File: src/rtl/mysystem_tone_gen.sv
// mysystem_tone_gen: PIO note code to buzzer square wave.
// Three-stage pipe: capture, table lookup, glitch-free tone FSM.
module mysystem_tone_gen #(
  parameter int CNT_W   = 18,
  parameter int OCT_MAX = 4
) (
  input  logic       clk,
  input  logic       reset_n,
  input  logic [7:0] note_code,
  output logic       tone_out,
  output logic       playing,
  output logic [7:0] cur_code,
  output logic       cycle_tick
);

  typedef enum logic {
    S_IDLE,
    S_RUN
  } state_t;

  localparam logic [2:0] LP_OCT = 3'(OCT_MAX);

  logic [7:0]       r_code_q;
  logic             r_s1_vld;
  logic [CNT_W-1:0] r_pend_half;
  logic             r_pend_rest;
  logic [7:0]       r_pend_code;
  logic             r_s2_vld;

  state_t           r_state;
  logic [CNT_W-1:0] r_cnt;
  logic [CNT_W-1:0] r_act_half;
  logic [7:0]       r_cur_code;
  logic             r_tone;
  logic             r_playing;
  logic             r_tick;

  logic [7:0]       w_code_in;
  logic [3:0]       w_semi;
  logic [2:0]       w_oct;
  logic [CNT_W-1:0] w_base;
  logic             w_rest;

  state_t           w_state_nxt;
  logic [CNT_W-1:0] w_cnt_nxt;
  logic [CNT_W-1:0] w_act_nxt;
  logic [7:0]       w_cur_nxt;
  logic             w_tone_nxt;
  logic             w_play_nxt;
  logic             w_tick_nxt;

  assign w_code_in = note_code & 8'h7F;
  assign w_semi    = r_code_q[3:0];
  assign w_oct     = (r_code_q[6:4] > LP_OCT) ?
                     LP_OCT : r_code_q[6:4];
  assign w_rest    = (w_semi == 4'd0) ||
                     (w_semi > 4'd12);

  // Octave-0 half-period, in 50 MHz clocks.
  always_comb begin
    w_base = '0;
    unique case (w_semi)
      4'd1:    w_base = CNT_W'(191117);
      4'd2:    w_base = CNT_W'(180388);
      4'd3:    w_base = CNT_W'(170265);
      4'd4:    w_base = CNT_W'(160710);
      4'd5:    w_base = CNT_W'(151690);
      4'd6:    w_base = CNT_W'(143176);
      4'd7:    w_base = CNT_W'(135135);
      4'd8:    w_base = CNT_W'(127551);
      4'd9:    w_base = CNT_W'(120395);
      4'd10:   w_base = CNT_W'(113636);
      4'd11:   w_base = CNT_W'(107259);
      4'd12:   w_base = CNT_W'(101239);
      default: w_base = '0;
    endcase
  end

  // Stages 1 and 2: capture code, then resolve pitch.
  always_ff @(posedge clk or negedge reset_n) begin
    if (!reset_n) begin
      r_code_q    <= '0;
      r_s1_vld    <= 1'b0;
      r_pend_half <= '0;
      r_pend_rest <= 1'b0;
      r_pend_code <= '0;
      r_s2_vld    <= 1'b0;
    end else begin
      r_code_q    <= w_code_in;
      r_s1_vld    <= 1'b1;
      r_pend_half <= w_base >> w_oct;
      r_pend_rest <= w_rest;
      r_pend_code <= r_code_q;
      r_s2_vld    <= r_s1_vld;
    end
  end

  // Tone FSM next state: pitch changes only at a boundary.
  always_comb begin
    w_state_nxt = r_state;
    w_cnt_nxt   = r_cnt;
    w_act_nxt   = r_act_half;
    w_cur_nxt   = r_cur_code;
    w_tone_nxt  = r_tone;
    w_play_nxt  = r_playing;
    w_tick_nxt  = 1'b0;
    unique case (r_state)
      S_IDLE: begin
        if (r_s2_vld && !r_pend_rest) begin
          w_state_nxt = S_RUN;
          w_tone_nxt  = 1'b1;
          w_cnt_nxt   = r_pend_half - CNT_W'(1);
          w_act_nxt   = r_pend_half;
          w_cur_nxt   = r_pend_code;
          w_play_nxt  = 1'b1;
        end
      end
      S_RUN: begin
        if (r_pend_rest) begin
          w_state_nxt = S_IDLE;
          w_tone_nxt  = 1'b0;
          w_play_nxt  = 1'b0;
          w_cur_nxt   = '0;
          w_cnt_nxt   = '0;
        end else if (r_cnt != '0) begin
          w_cnt_nxt = r_cnt - CNT_W'(1);
        end else begin
          w_tone_nxt = ~r_tone;
          w_tick_nxt = r_tone;
          if (r_pend_code != r_cur_code) begin
            w_act_nxt = r_pend_half;
            w_cnt_nxt = r_pend_half - CNT_W'(1);
            w_cur_nxt = r_pend_code;
          end else begin
            w_cnt_nxt = r_act_half - CNT_W'(1);
          end
        end
      end
      default: w_state_nxt = S_IDLE;
    endcase
  end

  // Tone FSM state and output registers.
  always_ff @(posedge clk or negedge reset_n) begin
    if (!reset_n) begin
      r_state    <= S_IDLE;
      r_cnt      <= '0;
      r_act_half <= '0;
      r_cur_code <= '0;
      r_tone     <= 1'b0;
      r_playing  <= 1'b0;
      r_tick     <= 1'b0;
    end else begin
      r_state    <= w_state_nxt;
      r_cnt      <= w_cnt_nxt;
      r_act_half <= w_act_nxt;
      r_cur_code <= w_cur_nxt;
      r_tone     <= w_tone_nxt;
      r_playing  <= w_play_nxt;
      r_tick     <= w_tick_nxt;
    end
  end

  assign tone_out   = r_tone;
  assign playing    = r_playing;
  assign cur_code   = r_cur_code;
  assign cycle_tick = r_tick;

endmodule
File: config.mk
export PLATFORM = sky130hd
export DESIGN_NAME = mysystem_tone_gen
export DESIGN_NICKNAME = d
export VERILOG_FILES = /design/src/rtl/mysystem_tone_gen.sv
export SDC_FILE = /design/constraint.sdc
export NUM_CORES = 1
export LEC_CHECK = 0
export BUFFER_PORTS_ARGS = -buffer_cell sky130_fd_sc_hd__buf_2
export CORE_MARGIN = 5
export CORE_UTILIZATION = 30
export CTS_BUF_LIST = sky130_fd_sc_hd__clkbuf_8
export DETAILED_ROUTE_END_ITERATION = 7
export GPL_ROUTABILITY_DRIVEN = 0
export MAX_ROUTING_LAYER = met4
export PLACE_DENSITY = 0.49
export SYNTH_ARGS = -nofsm -noshare
export SYNTH_HDL_FRONTEND = slang
export SYNTH_SLANG_ARGS = --single-unit
File: constraint.sdc
create_clock -name clk -period 7.25 [get_ports clk]
set_input_delay 0.725 -clock clk [delete_from_list [all_inputs] [get_ports clk]]
set_output_delay 0.725 -clock clk [all_outputs]
set_load 0.01 [all_outputs]
## Yosys cells after proc, flatten, opt, wreduce, memory -nomap -nowiden

Memories as Yosys holds them, arrays and structs flattened.
Cells that the tools add are included.
Widths: inputs -> output; s select.

- Add/sub/neg operators: 3
- $lt $le $gt $ge: 2
- Equality and inequality tests: 8
- Shifts and indexed selects: 1
- Muxes and demuxes: 28
- Bitwise gates (word level): 2
- Reduce and logical (&&, ||, !) cells: 9

Operator list:

| kind | count |
|---|---|
| $mux 18 | 8 |
| $pmux 18 s2 | 2 |
| $sub 18x1->18 const B | 3 |
| $mux 8 | 4 |
| $reduce_bool 18->1 | 1 |
| $shr 18x3->18 | 1 |
| $pmux 8 s2 | 1 |
| $mux 1 | 9 |
| $ne 2x2->1 const B | 4 |
| $ne 7x8->1 | 1 |
| $pmux 1 s2 | 3 |
| $gt 4x4->1 const B | 1 |
| $logic_not 4->1 | 1 |
| $reduce_and 2->1 | 2 |
| $reduce_and 4->1 | 1 |
| $gt 3x3->1 const B | 1 |
| $mux 3 | 1 |
| $ne 3x2->1 const B | 1 |
| $ne 3x3->1 const B | 1 |
| $reduce_and 3->1 | 1 |
| $ne 2x1->1 const B | 1 |
| $not 1->1 | 2 |
| $logic_and 1x1->1 | 1 |
| $logic_not 1->1 | 1 |
| $logic_or 1x1->1 | 1 |

- Register bits after elaboration: 83
- ROM bits: 288
- Input bits: 10
- Word-level logic and storage cells: 67
- Memories kept: 1

Memories:

| name | words | width | read ports | clocked after Yosys merged registers in | write ports | RTL line | source |
|---|---|---|---|---|---|---|---|
| (name not given) | 16 | 18 | 1 | 0 | 0 | 62 | `unique case (w_semi)` |

## Logic depth before layout (Yosys ltp)

- Word-level depth: 5
- Mapped depth: 10

## Worst setup path before layout

OpenSTA, ideal clock, no wires.

- Path type: register to register
- From: register r_cnt[14]
- To: register r_act_half[10]
- Setup time: 0.125 ns
- Arrival: 2.358 ns
- Required time: 7.125 ns
- Setup slack: 4.767 ns
- Cell stages (with the launch flop): 8
- Cell sequence: dfrtp_1 > or4_1 > or3_1 > or3_4 > nor2_4 > o21ai_4 > buf_6 > mux2_4

- Longest elaborated chain between the ends: 3

RTL lines:

| what | RTL line | source |
|---|---|---|
| start, declared | 31 | `logic [CNT_W-1:0] r_cnt;` |
| start signal, assigned | 155 | `r_cnt <= w_cnt_nxt;` |
| $reduce_bool 18->1 | 125 | `end else if (r_cnt != '0) begin` |
| $ne 2x2->1 (no line) | - |  |
| $reduce_and 4->1 (no line) | - |  |
| end signal, assigned | 156 | `r_act_half <= w_act_nxt;` |
| end, declared | 32 | `logic [CNT_W-1:0] r_act_half;` |

Every way passes these cells.
A chain may end at the register's enable or synchronous reset.

## Worst setup path in the final report

- From: register r_cnt[2]
- To: register r_act_half[15]

The elaborated chain is that of the path after synthesis.

==> flow_summary.json <==
{
  "share_comb_of_total_power_pct": 31.2,
  "worst_skew_pair.late_latency_ps": 370,
  "synth_top_family_by_area": "simple AND/OR/NAND/NOR gates",
  "fp.coreArea_um2": 16700,
  "max-clock-path-buffers": 2,
  "criticalPathCategory": "reg -> reg",
  "asyncSetResetFlopFracSynth_pct": 100,
  "start_util_pct": 30.8,
  "finalSetupTns_ps": 0,
  "routed_wire_length_per_instance_um": 15.0,
  "vdd_ir_drop_max_uv": 101,
  "cp_top_family": "simple AND/OR/NAND/NOR gates",
  "synthSimpleGateAreaFrac_pct": 16.8,
  "drt_pass1_iterations": 4,
  "rsz0062_at_grt": "false",
  "maximum_number_of_pins_on_one_net_before_global_route_repair": 83,
  "clock_tree_from_tritoncts": "built",
  "grt_first_pass_wirelength_um": 19700,
  "cts-htree-levels": 3,
  "critPathCaptureType": "flip-flop",
  "synth_compound_area_share_pct": 13.4,
  "xor_xnor_portion_of_the_synthesized_cell_area_pct": 9.03,
  "num_clock_sinks": 82,
  "yosysSeqAreaShare_pct": 39.9,
  "holdCritPathClass": "reg -> reg",
  "post_route_cells_drive_above_1_share_pct": 10.3,
  "vias_after_detailed_routing": 3813,
  "post_cts.resized_instances": 0,
  "post_cts_hold_buffer_count": 0,
  "maxCapViolCount": 0,
  "instances_no_fill": 776,
  "switchingPower_mw": 0.549,
  "net_count_after_synthesis": 568,
  "timing_worst_slew_pin_value_ps": 1030,
  "final_period_minus_worst_setup_slack_ps": 2870,
  "crit_path_top_delay_cell": "sky130_fd_sc_hd__or3_4",
  "layout.cells.most_common": "sky130_fd_sc_hd__dfrtp_1",
  "hpwl_um": 8520,
  "syn_avg_cell_area_um2": 9.40,
  "startpoint_type": "flip-flop",
  "post-cts-setup-buffer-count": 0,
  "proportion_of_total_power_due_to_net_switching_pct": 37.1,
  "overall_fraction_of_global_route_tracks_in_use_pct": 12.6,
  "hold_viol": 0,
  "detail_route.wirelength_um": 11600,
  "post-route-drc-count": 0,
  "path_cells": "nor3_1 -> nand4_1 -> or3_4 -> nor2_4 -> o21ai_4 -> mux2_1",
  "ys.warnings.count": 0,
  "first_global_vias": 3697,
  "row_count": 47,
  "drt-initial-drc-count": 193,
  "numPortBuffers": 18,
  "period_share_pct": 39.5,
  "timing.max_slew.rel_slack_pct": 30.8,
  "power.sequential.fraction_pct": 45.8,
  "synth-seq-cells": 82,
  "power.density_nw_per_um2": 263,
  "synth-adder-area-share_pct": 2.68,
  "synth_enable_flop_cells": 0,
  "clockPowerShare_pct": 23.0,
  "synth.distinct_cells": 58,
  "clk_pin_slew_ps": 90,
  "worst-endpoint-required_ps": 7500,
  "placed_cells": 761,
  "viasPerCell": 4.91,
  "setup_violations": 0,
  "synthesis.area_um2": 5140,
  "cellInternalPower_mw": 0.930,
  "cp_max_fo": 18,
  "antenna_found_initial": 0,
  "globalRouteOverflowTotal": 0,
  "areaGrowthSynthToFinish_pct": 9.47,
  "synthMuxAreaShare_pct": 14.3,
  "final.hold.worst_slack_ps": 365,
  "die_w_um": 141,
  "layout_common_cells": "sky130_fd_sc_hd__dfrtp_1, sky130_fd_sc_hd__mux2i_1, sky130_fd_sc_hd__nand2_1",
  "number_of_nets_in_the_finished_design": 573,
  "clock_root_buffer": "sky130_fd_sc_hd__clkbuf_8",
  "synthFlopType": "sky130_fd_sc_hd__dfrtp_1",
  "diodes_inserted": 0,
  "cts-buffers-inserted": 9,
  "critical-path-max-stage-delay_ps": 560,
  "status": "finished, final reports clean",
  "finalClockSkew_ps": 13.3,
  "final_antenna_net_count": 0,
  "critical_path.n_buffers_inverters": 0,
  "top_level_ports": 21,
  "timing_max_transition_violations_final": 0,
  "die_area_um2": 19900,
  "p_leak_nw": 2.40,
  "synthCells": 547,
  "worst_ep_arrival_time_ps": 3120,
  "die_extent_in_y_um": 141,
  "achievable-frequency_mhz": 349
}
==> worst register-to-register path, stage by stage (launching register included) <==
cell                      delay [ps]
sky130_fd_sc_hd__dfrtp_1         440
sky130_fd_sc_hd__nor3_1          550
sky130_fd_sc_hd__nand4_1         370
sky130_fd_sc_hd__or3_4           560
sky130_fd_sc_hd__nor2_4          220
sky130_fd_sc_hd__o21ai_4         220
sky130_fd_sc_hd__mux2_1          390
==> cells in the mapped netlist (5+ instances only) <==
cell type / instances / share of area [%]
sky130_fd_sc_hd__dfrtp_1: 82 / 40
sky130_fd_sc_hd__mux2i_1: 48 / 9.3
sky130_fd_sc_hd__nand2_1: 47 / 3.4
sky130_fd_sc_hd__nor2_1: 43 / 3.1
sky130_fd_sc_hd__o21ai_0: 35 / 3.4
sky130_fd_sc_hd__xnor2_1: 29 / 4.9
sky130_fd_sc_hd__a21oi_1: 27 / 2.6
sky130_fd_sc_hd__xor2_1: 24 / 4.1
sky130_fd_sc_hd__clkbuf_1: 21 / 1.5
sky130_fd_sc_hd__nor3_1: 19 / 1.9
sky130_fd_sc_hd__inv_1: 18 / 1.3
sky130_fd_sc_hd__ha_1: 11 / 2.7
sky130_fd_sc_hd__nand2b_1: 9 / 1.1
sky130_fd_sc_hd__nand3_1: 9 / 0.88
sky130_fd_sc_hd__nor2b_1: 9 / 1.1
sky130_fd_sc_hd__mux2_1: 8 / 1.8
sky130_fd_sc_hd__mux2_4: 8 / 2.3
sky130_fd_sc_hd__nor4_1: 8 / 0.97
sky130_fd_sc_hd__nand4_1: 7 / 0.85
sky130_fd_sc_hd__o21ai_1: 6 / 0.58
sky130_fd_sc_hd__o31ai_1: 6 / 0.88
sky130_fd_sc_hd__a211oi_1: 5 / 0.73
sky130_fd_sc_hd__o211ai_1: 5 / 0.73
==> final cells by class <==
| class | count | area (µm²) |
|---|---|---|
| well taps | 220 | 275 |
| repair buffers | 22 | 123 |
| inverters | 19 | 71.3 |
| flip-flops and latches | 82 | 2050 |
| multi-input cells | 418 | 2910 |
| clock inverters | 6 | 73.8 |
| fillers | 1739 | 11100 |
| clock buffers | 9 | 124 |
==> flip-flops by register name (all words and copies together), names as in the netlist, 7 cells and up <==
signal and cells:
cur_code 7, r_act_half 18, r_cnt 18, r_code_q 7
r_pend_code 7, r_pend_half 18
==> cells by family (layout without fill, tap and decap cells) <==
group	count (synthesis)	count (layout)
AND/OR/NAND/NOR	174	174
AO/OA/AOI/OAI	111	111
flip-flops	82	82
multiplexers	67	67
XOR/XNOR	53	53
buffers and inverters	47	56
adder cells (fa/ha/maj)	11	11
other	2	2
==> through the flow <==
stage / instance area, µm² / setup slack, ps / total power, mW / utilization [%]
floorplan: 5140 / 4770 / 1.02 / -
global placement: 5430 / 4430 / 1.13 / 32.5
detailed placement: 5430 / 4410 / 1.14 / 32.5
CTS: 5630 / 4390 / 1.49 / 33.7
global route: 5630 / 4170 / 1.59 / 33.7
finish: 5630 / 4380 / 1.48 / 33.7
==> worst paths after layout <==
kind                       depth (start not counted)  slack (ps)                          to            startpoint
max reg2reg                                        6        4380  r_act_half[15]$_DFFE_PN0P_  r_cnt[2]$_DFFE_PN0P_
min                                                0         370          r_s2_vld$_DFF_PN0_    r_s1_vld$_DFF_PN0_
max                                                6        4380  r_act_half[15]$_DFFE_PN0P_  r_cnt[2]$_DFFE_PN0P_
max in group asynchronous                          1        6060    r_pend_half[8]$_DFF_PN0_               reset_n
min in group asynchronous                          1         520        cycle_tick$_DFF_PN0_               reset_n
min reg2reg                                        0         370          r_s2_vld$_DFF_PN0_    r_s1_vld$_DFF_PN0_
==> power groups by stage <==
stage	Sequential [mW]	Clock [mW]	Combinational, mW
2_1_floorplan	0.651	0	0.367
3_3_place_gp	0.680	0	0.454
3_5_place_dp	0.684	0	0.460
4_1_cts	0.676	0.355	0.462
5_1_grt	0.697	0.377	0.516
6_report	0.677	0.341	0.461
==> routing by layer <==
metal / vias to the layer above / global-route usage [%] / routed length, µm
met4: 0 / 3.26 / 114
met2: 50 / 18.8 / 5230
li1: 1954 / - / -
met3: 9 / 2.78 / 355
met5: - / - / 0
met1: 1800 / 17.4 / 5900
Note: power is estimated with default switching activity, not from simulation.
